## config.mk

```make
export PLATFORM = sky130hd
export DESIGN_NAME = decoder_24
export DESIGN_NICKNAME = d
export VERILOG_FILES = /design/src/rtl/decoder_24_pkg.sv /design/src/rtl/dec_core.sv /design/src/rtl/decoder_24.sv
export SDC_FILE = /design/constraint.sdc
export NUM_CORES = 1
export LEC_CHECK = 0
export ABC_AREA = 1
export CORE_AREA = 2 2 39 41
export CTS_CLUSTER_SIZE = 25
export DETAILED_ROUTE_END_ITERATION = 6
export DIE_AREA = 0 0 41 43
export PLACE_DENSITY = 0.37
export SLEW_MARGIN = 25
export SYNTH_ARGS = -nofsm -noshare
export SYNTH_HDL_FRONTEND = slang
export SYNTH_SLANG_ARGS = --single-unit
```

## constraint.sdc

```tcl
create_clock -name clk -period 0.8 [get_ports clk]
set_input_delay 0.16 -clock clk [delete_from_list [all_inputs] [get_ports clk]]
set_output_delay 0.16 -clock clk [all_outputs]
set_load 0.005 [all_outputs]
```

## src/rtl/decoder_24_pkg.sv

```systemverilog
// Shared parameters and width helpers for the registered binary decoder.
package decoder_24_pkg;

   localparam int IN_W_DEFAULT = 2;
   localparam int IN_W_MIN     = 1;
   localparam int IN_W_MAX     = 6;

   function automatic int out_w(input int in_w);
      return 1 << in_w;
   endfunction

endpackage

```

## src/rtl/dec_core.sv

```systemverilog
// Purely combinational binary-to-one-hot decode; no clock, no state.
module dec_core
   import decoder_24_pkg::*;
#(
   parameter  int IN_W  = IN_W_DEFAULT,
   localparam int OUT_W = out_w(IN_W)
) (
   input  logic [IN_W-1:0]  sel_i,
   output logic [OUT_W-1:0] onehot_o
);

   always_comb begin
      onehot_o        = '0;
      onehot_o[sel_i] = 1'b1;
   end

endmodule

```

## src/rtl/decoder_24.sv

```systemverilog
// Registered one-hot decoder with enable, selectable polarity and valid flag.
module decoder_24
   import decoder_24_pkg::*;
#(
   parameter  int IN_W    = IN_W_DEFAULT,
   parameter  bit ACT_LOW = 1'b0,
   localparam int OUT_W   = out_w(IN_W)
) (
   input  logic             clk,
   input  logic             rst,
   input  logic             en,
   input  logic [IN_W-1:0]  In,
   output logic [OUT_W-1:0] Out,
   output logic             valid
);

   localparam logic [OUT_W-1:0] RST_VAL = {OUT_W{ACT_LOW}};

   logic [OUT_W-1:0] dec;
   logic [OUT_W-1:0] out_d, out_q;
   logic             valid_d, valid_q;

   dec_core #(
      .IN_W (IN_W)
   ) u_core (
      .sel_i    (In),
      .onehot_o (dec)
   );

   // Disabled cycles keep the last code but drop valid.
   always_comb begin
      out_d   = out_q;
      valid_d = en;
      if (en) begin
         out_d = ACT_LOW ? ~dec : dec;
      end
   end

   always_ff @(posedge clk or posedge rst) begin
      if (rst) begin
         out_q   <= RST_VAL;
         valid_q <= 1'b0;
      end else begin
         out_q   <= out_d;
         valid_q <= valid_d;
      end
   end

   assign Out   = out_q;
   assign valid = valid_q;

   a_in_known: assert property (
      @(posedge clk) disable iff (rst)
      en |-> !$isunknown(In)
   );

   a_onehot: assert property (
      @(posedge clk) disable iff (rst)
      (valid && (ACT_LOW == 1'b0)) |-> $onehot(Out)
   );

endmodule

```

## After elaboration in Yosys (flattened, before gate mapping)

Cells that the tools add are included.

| operators by class | value |
|---|---|
| reductions and logical operators | 1 |
| multiplexer cells | 2 |
| magnitude comparators | 2 |

Operators with widths:

| operator | number |
|---|---|
| 2-bit by 3-bit less-than comparator with 1-bit output (second input constant) | 1 |
| 1-bit demux with 2-bit select | 1 |
| 2-bit by 1-bit >= comparator with 1-bit output (second input constant) | 1 |
| 1-bit logical AND | 1 |
| 1-bit two-way mux | 1 |

| storage, ports and cells | value |
|---|---|
| logic and storage cells | 7 |
| register bits | 5 |
| input port bits | 5 |

## Logic depth before layout (Yosys ltp)

| logic depth | value |
|---|---|
| word-level depth | 4 |
| mapped depth | 3 |
| mapped depth without buffers | 3 |

## By module

From an unflattened synthesis, not the netlist that was laid out.

| unflattened totals | value |
|---|---|
| cell total of the unflattened synthesis | 26 |
| area, all modules | 203.9 sq um |

Modules (own cells, without submodules):

| module | area each (sq um) | cells each | times used | sequential area each (sq um) |
|---|---|---|---|---|
| decoder_24 | 177.7 | 19 | 1 | 125.1 |
| dec_core | 26.3 | 7 | 1 | 0.0 |

## Worst setup path after synthesis

OpenSTA, ideal clock, no wires.

| timing path | value |
|---|---|
| path type | reg-to-reg |
| start point | register Out[1] (netlist name) |
| end point | register out_q[1], in the netlist Out[1] |
| cell stages (with the launch flop) | 3 |
| slack | 0.213 ns |
| path buffers | 0 |
| arrival | 0.469 ns |
| period minus slack after synthesis | 0.587 ns |
| cells stage by stage | dfrtp_1 > nand2_1 > nand2_1 |

RTL lines:

| element | line | RTL |
|---|---|---|
| end signal, assigned | decoder_24.sv:44 | `out_q <= out_d;` |
| end, declared | decoder_24.sv:20 | `logic [OUT_W-1:0] out_d, out_q;` |

## Final worst setup path

| timing path | value |
|---|---|
| start point | register out_q[1], in the netlist Out[1] |
| end point | output Out[1] |

RTL lines:

| element | line | RTL |
|---|---|---|
| end, declared | decoder_24.sv:13 | `output logic [OUT_W-1:0] Out,` |

No word-level cell between the ends.

==> results.yml <==
final_layout:
  seqCellArea_sq_um: 125
  drive_gt1_share_pct: 33.3
  area.growth.synth_to_final_pct: 74.7
  antenna_cells: 0
  final_core_util_pct: 24.3
  multi_input_area_sq_um: 52.6
  n_fill_cell: 161
  nNetsFinal: 45
  final_cell_area_sq_um: 337
detailed_routing:
  ant_nets: 0
  wl_per_cell_um: 8.58
  drt_wl_total_um: 472
  dr.pass1.iters: 4
  drc: 0
  vias: 196
  via_per_inst: 3.56
  drt_iter0_drc: 6
synthesis:
  synthesis.nets: 27
  synth-seq-area-share_pct: 64.9
  ys_seq_elements: 5
  ys_types: 6
  avgSynthCellArea_sq_um: 8.76
  yosys_warnings: 0
  ys_top_cells_by_area: "dfrtp_1 65%, nand2_1 18%, nand3_1 7.8%, inv_1 5.8%, inv_2 1.9%"
  synth_area_sq_um: 193
  synth_top_area_share_pct: 64.9
  synth_top_cell_by_area: "dfrtp_1"
  syn_inst: 22
critical_path:
  cp_num_buf_inv: 1
  r2r_end: "Out[0]$_DFFE_PP0P_"
  cp_num_cells: 1
  start_kind: "flip-flop"
  rr_worst_depth: 4
  path_max_fanout: 2
  rr_startpoint: "Out[0]$_DFFE_PP0P_"
  critical_path.slowest_cell: "dfrtp_1"
  crit_path_cell_trace: "buf_2"
  endpoint_kind: "output port"
  worst_path_largest_cell_delay_ns: 0.37
  crit_required_ns: 0.64
  critPathTopFamily: "flip-flops"
  worstPathArrival_ns: 0.74
  crit_path_start: "Out[1]$_DFFE_PP0P_"
  worstSetupPathType: "flip-flop to output port"
  ff2ff_setup_slack_ns: -0.02
sta:
  hold_ws_ns: 0.128
  slew_headroom_pct: 85.9
  setup_slack_ns: -0.104
  finalClockSkew_ns: 0
  period_needed_ns: 0.904
  fmax_mhz: 1110
  final_max_slew_viol_count: 0
  fin_crit_sh_pct: 113
  setup_violations: 7
  rsz0062_at_grt: "yes"
  hold_violations: 0
  worstMarginPinSlew_ns: 0.211
grt:
  grt_pass1_wl_um: 731
  antenna_found_initial: 0
  overflow: 0
  grtUsageTotal_pct: 7.25
  first_global_vias: 170
  grt_max_degree: 7
clock_network:
  cts_made_buffers: 3
  max-clock-path-buffers: 2
  clkTransAtPathRegs_ns: 0.05
  numClockSinks: 5
  postCtsHoldBufs: 0
  h-tree-depth: 1
  clkLatencyLatePin_ns: 0.24
  cts_root_buffer: "clkbuf_4"
  cts_tree: "yes"
worst_hold_path:
  hold_path.class: "primary input to asynchronous set/reset pin"
floorplanning:
  start_util_pct: 13.9
  core-area_sq_um: 1380
  io-pin-count: 10
  fp.dieH_um: 43
  dieArea_sq_um: 1760
  die_x_um: 41
  num_rows: 14
pwr:
  ir_drop_mv: 0.389
  power.density_nw_per_um2: 2030
  p_leak_uw: 0.000196
  power.total_uw: 682
status:
  status: "finished with violations"
  violations: "negative setup slack"
placed_design:
  pre_cts_slack_ns: -0.262
  portBuffers: 9
  hpwl_um: 315
  dpl_cell_area_sq_um: 318
  gp_congestion: 0.699
job:
  maxCapViolCount: 0
[placed cells by master (no fill, tap or decap)]
master and instances:
inv_2 1, dfrtp_1 5, clkdlybuf4s50_1 3, buf_6 1, nand2_1 9, buf_4 3, inv_1 3, buf_2 5
nand3_1 3, dlygate4sd2_1 1, clkbuf_1 1, clkbuf_4 3, nor2_1 1
[cells by family after synthesis]
logic type,count (synthesis),share of synthesized area [%]
buffers and inverters,4,7.79
DFF,5,64.9
and+or+nand+nor,13,27.3
[layout make-up]
| class | instances | area share (%) |
|---|---|---|
| sequential | 5 | 37.2 |
| timing repair buffer | 13 | 29.0 |
| multi-input combinational | 13 | 15.6 |
| clock buffer | 4 | 7.81 |
| tap | 16 | 5.95 |
| inverter | 4 | 4.46 |
[what timing repair did]
action	in CTS	in global routing
pin swaps	2	1
setup endpoints to repair	6	7
gates resized for setup	22	0
setup buffers	2	0
hold endpoints to repair	0	0
gates cloned	0	0
[state kept, by name, summed over array words and instances, names as in the netlist]
signal and flops:
Out 4, valid 1
[worst max path at each step]
stage	to	slack, ns
floorplan	Out[1]$_DFFE_PP0P_	0.21
global placement	Out[1]$_DFFE_PP0P_	-0.26
detailed placement	Out[1]$_DFFE_PP0P_	-0.26
CTS	Out[3]	-0.11
global route	Out[1]	-0.14
finish	Out[1]	-0.10
[power breakdown]
group,switching (uW),internal [uW]
combinational,40.8,56.8
sequential,7.67,272
clock,115,189
total,164,518
[metrics by stage]
step                std cells  TNS [ns]
floorplan                  22         0
global placement           49     -2.01
detailed placement         49     -1.97
CTS                        55    -0.529
global route               55    -0.748
finish                     55    -0.478
[synthesized netlist by cell type, drive strengths merged]
cell type / count
dfrtp: 5
inv: 4
nand2: 9
nand3: 3
nor2: 1
[per-layer routing]
layer	GRT usage, %	part of all wire [%]	wire length (um)
met5	0	0	0
met1	9.74	50	238
met4	8.00	0	0
met2	6.25	32	149
met3	5.24	18	85
No activity file was read; power rests on OpenSTA's default activity.
